File: config.mk
export PLATFORM = sky130hd
export DESIGN_NAME = serial_subtractor
export DESIGN_NICKNAME = d
export VERILOG_FILES = /design/src/rtl/sub_pkg.sv /design/src/rtl/sub_digit_slice.sv /design/src/rtl/serial_subtractor.sv
export SDC_FILE = /design/constraint.sdc
export NUM_CORES = 1
export LEC_CHECK = 0
export CELL_PAD_IN_SITES_DETAIL_PLACEMENT = 0
export CELL_PAD_IN_SITES_GLOBAL_PLACEMENT = 1
export CORE_MARGIN = 2
export CORE_UTILIZATION = 34
export DETAILED_ROUTE_END_ITERATION = 8
export HOLD_SLACK_MARGIN = 0.03
export PLACE_DENSITY_LB_ADDON = 0.1
export SLEW_MARGIN = 0
export SYNTH_ARGS = -nofsm -noshare
export SYNTH_HDL_FRONTEND = slang
export SYNTH_SLANG_ARGS = --single-unit
File: constraint.sdc
create_clock -name clk -period 1.95 [get_ports clk]
set_input_delay 0.39 -clock clk [delete_from_list [all_inputs] [get_ports clk]]
set_output_delay 0.39 -clock clk [all_outputs]
set_load 0.05 [all_outputs]
File: src/rtl/sub_pkg.sv
// Shared types and sizing helpers for the digit-serial subtractor.
// Imported by serial_subtractor.
package sub_pkg;

   typedef enum logic [1:0] {
      IDLE,
      RUN,
      DONE
   } state_t;

   function automatic int calc_ndig(input int width, input int digit);
      return width / digit;
   endfunction

   function automatic int calc_cnt_w(input int ndig);
      return (ndig <= 1) ? 1 : $clog2(ndig);
   endfunction

endpackage

File: src/rtl/sub_digit_slice.sv
// DIGIT-bit ripple-borrow subtract slice: d = x - y - bi.
// Purely combinational; bo is the borrow out of the slice MSB.
module sub_digit_slice #(
   parameter int DIGIT = 4
) (
   input  logic [DIGIT-1:0] x,
   input  logic [DIGIT-1:0] y,
   input  logic             bi,
   output logic [DIGIT-1:0] d,
   output logic             bo
);

   // ripple the borrow from bit 0 upward
   always_comb begin
      logic c;
      d = '0;
      c = bi;
      for (int i = 0; i < DIGIT; i++) begin
         d[i] = x[i] ^ y[i] ^ c;
         c    = (~x[i] & y[i]) | (~(x[i] ^ y[i]) & c);
      end
      bo = c;
   end

endmodule

File: src/rtl/serial_subtractor.sv
// Digit-serial subtractor: diff = a - b - bin, DIGIT bits per clock.
// Define SUB_OVF_EN to add the registered signed-overflow output ovf.
module serial_subtractor
   import sub_pkg::*;
#(
   parameter int WIDTH = 16,
   parameter int DIGIT = 4
) (
   input  logic             clk,
   input  logic             rst,
   input  logic             in_valid,
   output logic             in_ready,
   input  logic [WIDTH-1:0] a,
   input  logic [WIDTH-1:0] b,
   input  logic             bin,
   output logic             out_valid,
   input  logic             out_ready,
   output logic [WIDTH-1:0] diff,
   output logic             bout
`ifdef SUB_OVF_EN
   ,
   output logic             ovf
`endif
);

   localparam int NDIG = calc_ndig(WIDTH, DIGIT);
   localparam int CW   = calc_cnt_w(NDIG);
   localparam logic [CW-1:0] LAST = CW'(NDIG - 1);

   state_t           state;
   state_t           state_nx;
   logic [CW-1:0]    cnt;
   logic [WIDTH-1:0] a_sh;
   logic [WIDTH-1:0] b_sh;
   logic             brw;
   logic [DIGIT-1:0] slice_d;
   logic             slice_bo;
   logic [WIDTH-1:0] diff_nx;
   logic             last;

   assign in_ready = (state == IDLE);
   assign last     = (cnt == LAST);

   sub_digit_slice #(
      .DIGIT(DIGIT)
   ) u_slice (
      .x (a_sh[DIGIT-1:0]),
      .y (b_sh[DIGIT-1:0]),
      .bi(brw),
      .d (slice_d),
      .bo(slice_bo)
   );

   // Completed low digits live in acc; the new digit enters at the top.
   if (NDIG > 1) begin : g_acc
      logic [WIDTH-DIGIT-1:0] acc;

      // shift finished digits down as each new one arrives
      always_ff @(posedge clk) begin
         if (rst)
            acc <= '0;
         else if (state == RUN)
            acc <= diff_nx[WIDTH-1:DIGIT];
      end

      assign diff_nx = {slice_d, acc};
   end else begin : g_one
      assign diff_nx = slice_d;
   end

   // state register
   always_ff @(posedge clk) begin
      if (rst)
         state <= IDLE;
      else
         state <= state_nx;
   end

   // next-state logic
   always_comb begin
      state_nx = state;
      unique case (state)
         IDLE: if (in_valid) state_nx = RUN;
         RUN:  if (last) state_nx = DONE;
         DONE: if (out_ready) state_nx = IDLE;
         default: state_nx = IDLE;
      endcase
   end

   // operand shifters, borrow chain, digit counter and result registers
   always_ff @(posedge clk) begin
      if (rst) begin
         cnt       <= '0;
         a_sh      <= '0;
         b_sh      <= '0;
         brw       <= 1'b0;
         diff      <= '0;
         bout      <= 1'b0;
         out_valid <= 1'b0;
      end else begin
         unique case (state)
            IDLE: begin
               if (in_valid) begin
                  a_sh <= a;
                  b_sh <= b;
                  brw  <= bin;
                  cnt  <= '0;
               end
            end
            RUN: begin
               a_sh <= a_sh >> DIGIT;
               b_sh <= b_sh >> DIGIT;
               brw  <= slice_bo;
               cnt  <= cnt + 1'b1;
               if (last) begin
                  diff      <= diff_nx;
                  bout      <= slice_bo;
                  out_valid <= 1'b1;
               end
            end
            DONE: begin
               if (out_ready)
                  out_valid <= 1'b0;
            end
            default: ;
         endcase
      end
   end

`ifdef SUB_OVF_EN
   logic a_msb;
   logic b_msb;

   // sign bits captured at accept; overflow registered with the result
   always_ff @(posedge clk) begin
      if (rst) begin
         a_msb <= 1'b0;
         b_msb <= 1'b0;
         ovf   <= 1'b0;
      end else if (state == IDLE && in_valid) begin
         a_msb <= a[WIDTH-1];
         b_msb <= b[WIDTH-1];
      end else if (state == RUN && last) begin
         ovf <= (a_msb != b_msb) && (diff_nx[WIDTH-1] != a_msb);
      end
   end
`endif

endmodule

==> run metrics <==
clock sinks=67; layout cells sized above 1=22.9%; Die Ht=between 90 and 100 µm; Pins Over Slew Limit=0; initial antenna violation count=0; Initial Util=a little over a third; final core occ=between 40% and 50%; Final Hold Violating Endpoints=0; sequential share of the synthesized area=around 49%; CTS tree=done; Die W=about 94 µm; pre-CTS WS=-243 ps; Root Buffer=clkbuf_8; Ys Warns=0; antenna viol nets, final=0; Clock Pin Slew Worst Setup and Hold Paths=about 80 ps; FF+latch count, synth=67; Min Clock Period, post-route=2030 ps; vias in the first global route=~2,000; Max Cap Violations=0; Rel. slew slack=approximately 27%; most frequent cells in the layout=64 x dfxtp_1, 49 x a21oi_1, 49 x clkdlybuf4s50_1; fill cell count=~780; Post-Synthesis Cells=between 200 and 300; drt drc=0; via count=~2,200; Final WS setup=-82.3 ps; Placement Cell Area=around 3400 µm²; Startpoint Class=register; total wire length=about 6000 µm; GRT overflow=0; Worst-Skew Late Latency=340 ps; hold_buf cts=0; # H-tree levels=3; hold crit path type=input port to register; Syn-to-layout area delta=31.9%; Top Ports=between 50 and 60; Fin Hold WS=roughly 450 ps; final period utilization=104%; Port Buf Inserts=between 50 and 60; leak pwr=roughly 1.3 nW; number of nets in the layout=between 300 and 400; largest net degree at the start of global routing=42; 1st-pass router iterations=4; post-CTS setup buffers=0; total CTS buffers=9; RePlAce Congestion=0.695; skew final=13.0 ps; most common cell after layout, fill and taps aside=dfxtp_1; setup violators final=2; Critical Path RT=about 2200 ps; Row Count=32; mapped cell area=around 2700 µm²; GR Util All Layers=between 10% and 20%; Tightest Pin Transition=between 1000 and 1500 ps; RSZ-0062 raised after global routing=true; crit path DAT=~2300 ps; CTS max path bufs=2; syn nets=about 340; crit end category=register; diode count=0; DP Wirelength=approximately 4000 µm; peak supply drop=roughly 0.00036 V; WL/cell=around 13 µm; fmax=492 MHz; worst-path maximum fanout=2; DR vias/cell=between 4 and 5; die area=8770 µm²; run status=finished with violations; first-pass GRT wire length=9760 µm; post-route cell area=3600 µm²; Distinct cells, synth=29; First DRT Iteration DRCs=86; Power Dens Cells=between 800 and 900 nW/µm²; setup_tns=-157 ps; syn avg cell area=just over 9 µm²; failing checks=negative setup slack; core area=around 7800 µm²; Crit Path Class=register to register
==> cells in the mapped netlist (all sizes together) <==
master	count	area (µm²)
nand2b	2	12.5
clkbuf	2	7.51
a22oi	9	67.6
a21oi	51	255
dfxtp	67	1340
inv	32	120
buf	20	139
nor2b	1	6.26
o221a	25	282
nand2	49	186
nand3b	1	7.51
o21bai	1	11.3
mux2i	2	20.0
nor3	1	5.00
nor3b	1	12.5
a2bb2oi	1	8.76
fa	4	80.1
ha	1	12.5
and3b	1	10.0
a211oi	5	52.6
nor2	21	93.8
==> layout make-up <==
cell class	count	area, µm²	area share, %
flip-flops and latches	67	1350	37.3
multi-input cells	176	1140	31.7
clock buffers	9	124	3.44
clock inverters	7	76.3	2.12
inverters	32	120	3.33
well taps	102	128	3.54
repair buffers	67	666	18.5
==> metrics by stage <==
step                power [mW]  std cells
detailed placement        1.93        444
floorplan                 1.76        297
global route              3.20        460
global placement          1.92        444
finish                    3.06        460
CTS                       3.11        460
==> power breakdown <==
group	leakage (nW)	switching, mW	internal (mW)
logic	0.695	0.199	0.218
clock network	0.0958	0.558	0.596
registers	0.550	0.0443	1.44
==> repair_timing <==
action / in CTS / in global routing
pin swaps: 1 / 1
setup endpoints to repair: 4 / 4
resized for setup: 10 / 2
==> cell families (layout without fill, tap and decap cells) <==
group,after synthesis,in the layout,share of synthesized area (%)
AOI/OAI and AO/OA,92,92,24.8
adders and majority gates,5,5,3.39
buffers and inverters,54,115,9.76
DFF,67,67,49.1
muxes,2,2,0.733
and+or+nand+nor,77,77,12.2
==> per-layer routing <==
metal,up-vias,GRT usage [%],routed length (µm)
li1,1124,-,-
met1,989,18.6,2870
met2,43,22.5,2760
met3,10,4.43,288
met4,0,5.43,87
met5,-,0,0
==> worst paths after layout <==
check,from,to,slack [ps],cells after the start
max,b_sh[0]$_SDFFE_PP0P_,g_acc.acc[11]$_SDFFE_PP0P_,-80,9
min,rst,b_sh[13]$_SDFFE_PP0P_,450,2
max reg2reg,b_sh[0]$_SDFFE_PP0P_,g_acc.acc[11]$_SDFFE_PP0P_,-80,9
min reg2reg,diff[7]$_SDFFE_PP0P_,diff[7]$_SDFFE_PP0P_,450,2
==> registers in the layout (all words and copies together) (netlist names) <==
name and flops:
a_sh 16, b_sh 16, diff 16, g_acc.acc 12
cnt 2, state 2, bout 1, brw 1
out_valid 1
==> critical path: stages, from the launching register on <==
cell	delay, ps
dfxtp_2	330
inv_2	50
fa_2	180
inv_2	40
fa_2	340
fa_2	340
inv_2	60
fa_2	450
nand2_1	90
a21oi_1	60
Note: power is estimated with default switching activity, not from simulation.
==> RTL edit, RTL diff (same flow settings) <==
Re-encode `state_t` (3 states) as one-hot, 3 bits wide.
--- a/src/rtl/sub_pkg.sv
+++ b/src/rtl/sub_pkg.sv
@@ -2,10 +2,10 @@
 // Imported by serial_subtractor.
 package sub_pkg;
 
-   typedef enum logic [1:0] {
-      IDLE,
-      RUN,
-      DONE
+   typedef enum logic [2:0] {
+      IDLE = 3'b001,
+      RUN  = 3'b010,
+      DONE = 3'b100
    } state_t;
 
    function automatic int calc_ndig(input int width, input int digit);
Behaviour: same outputs for any inputs over 10 cycles, from zero or initial values and one cycle with rst high; not proved beyond that.
==> RTL edit against the original RTL <==
  * The run still ends with setup timing left
  * First-iteration DRC count rose by 21%
  * Largest power group unchanged
  * Final area increased by 0.17%
  * Total power increased by 9.1%
  * Wire length grew 1.8%
  * Worst setup slack better by 23 ps
  * Non-clock buffer count decreased by 1
  * Sequential cell count up 1
  * Critical endpoint is now diff[15]
  * Synthesized area down 1.1%
==> RTL edit: results (changes against the original RTL) <==
| Metric | Value |
|---|---|
| Share of the yosys chip area belonging to registers | `50.4% (+1.3 points)` |
| Total Routing Usage GR | `15.2% (+0.83 points)` |
| Syn Nets | `352 (+3.8%)` |
| Worst vdd ir | `0.393 mV (+7.9%)` |
| Vias in the first global route | `2140 (+8.1%)` |
| Status | `finished, violations left` |
| Top post-synthesis cells by count | `dfxtp_1 (68), nand2_1 (66), a21oi_1 (33)` |
| Failing checks | `setup timing` |
| Max Clock Skew | `12.4 ps (-0.554 ps)` |
| Worst stage delay on the critical path | `420 ps (-30 ps)` |
| Dpl hpwl | `4160 um (+3.6%)` |
| Synth Area in Adders | `3.43% (+0.039 points)` |
| Crit-path slowest cell | `fa_1` |
| Pre-CTS setup slack | `-91.4 ps (+152 ps)` |
| Post-route insts no fill | `468 (+1.7%)` |
| XOR/XNOR Fraction of Synth Area | `0% (unchanged)` |
| Pin count of the biggest net entering global routing | `34 (-19%)` |
| Hold Path End | `diff[5]` |
| Routed len/inst | `13.0 um (about the same)` |
| Fillers | `781 (-0.13%)` |
| Vias | `2263 (+4.5%)` |
| Nets | `403 (+2.0%)` |
| Syn Area/Cell | `8.71 um^2 (-5.3%)` |
| Pre-antenna DRT Iters | `4 (unchanged)` |
| Share of cells above drive strength 1 | `12.3% (-11 points)` |
| First-pass GRT wire length | `10400 um (+6.4%)` |
| Proportion of synthesized area in mux cells | `0% (-0.73 points)` |
| LEAKAGE | `1.27 nW (-5.0%)` |
| GP Congestion | `0.725 (+4.3%)` |
| Dpl cells | `451 (+1.6%)` |
| Hold path start | `rst` |
| Fin worst setup slack | `-59.1 ps (+23.3 ps)` |
| Tightest Pin Transition | `492 ps (-602 ps)` |
| Reg-to-reg endpoint | `diff[15]` |
| Final setup viols | `2 (unchanged)` |
| Compound-gate portion of the synthesized area | `22.6% (-2.2 points)` |
## RTL edit: changes by cell type after synthesis, moves of 18 or more
cell / unedited run / this run
a211oi_1: 2 / 30
a21oi_1: 51 / 33
nand2_1: 48 / 66
o221a_2: 24 / 0
o22ai_1: 0 / 24
## RTL edit: worst max-delay path by stage
stage,slack (ps),to,cells after the start,from
CTS,-70,diff[15],9,b_sh[0]
detailed placement,-90,diff[15],9,brw
global placement,-30,diff[15],9,brw
global route,-160,diff[15],9,b_sh[0]
floorplan,20,diff[15],9,b_sh[0]
finish,-60,diff[15],9,b_sh[0]
## RTL edit: cell families (layout without fill, tap and decap cells)
kind of cell / Yosys count / after routing
flops: 68 / 68
fa+ha+maj: 5 / 5
buf+inv: 55 / 111
compound gates: 96 / 96
simple gates: 86 / 86
## RTL edit: cell type report
type | instances | area share (%)
Clock inverter | 6 | 3.09
Timing Repair Buffer | 66 | 18.2
Tap cell | 102 | 3.54
Sequential cell | 68 | 37.8
Inverter | 29 | 3.02
Multi-Input combinational cell | 187 | 30.5
Clock buffer | 10 | 3.81
## RTL edit: stage by stage
step                      hold slack [ps]  util (%)  instance area, um^2
final                                 426      46.7                 3610
after global routing                  432      46.7                 3610
after CTS                             421      46.6                 3600
after detailed placement              446      43.3                 3350
after global placement                443      43.3                 3350
after floorplan                       432         -                 2710
## RTL edit: worst reg2reg max path: stages (launching register included)
cell	delay (ps)
dfxtp_2	320
inv_2	60
fa_2	200
inv_2	40
fa_2	330
fa_2	340
inv_2	60
fa_1	420
nand2_1	90
a21oi_1	60
## RTL edit: per-layer routing
layer / GRT usage [%] / part of all wire [%] / wire, um
met5: 0 / 0 / 0
met3: 4.35 / 4.0 / 243
met4: 5.51 / 1.4 / 86
met1: 20.8 / 50 / 3070
met2: 22.8 / 44 / 2710
## RTL edit: power by group
part	internal (mW)	leakage (nW)	switching (mW)	total (mW)
sequential	1.46	0.556	0.0448	1.51
combinational	0.207	0.595	0.194	0.401
clock	0.884	0.122	0.547	1.43
## RTL edit: timing repair
| item | in CTS | in global routing |
|---|---|---|
| pin swaps | 2 | 1 |
| resized for setup | 4 | 2 |
| endpoints found under the hold margin | 0 | 0 |
| setup endpoints to repair | 4 | 4 |
| setup buffers | 0 | 1 |
| hold buffers | 0 | 0 |
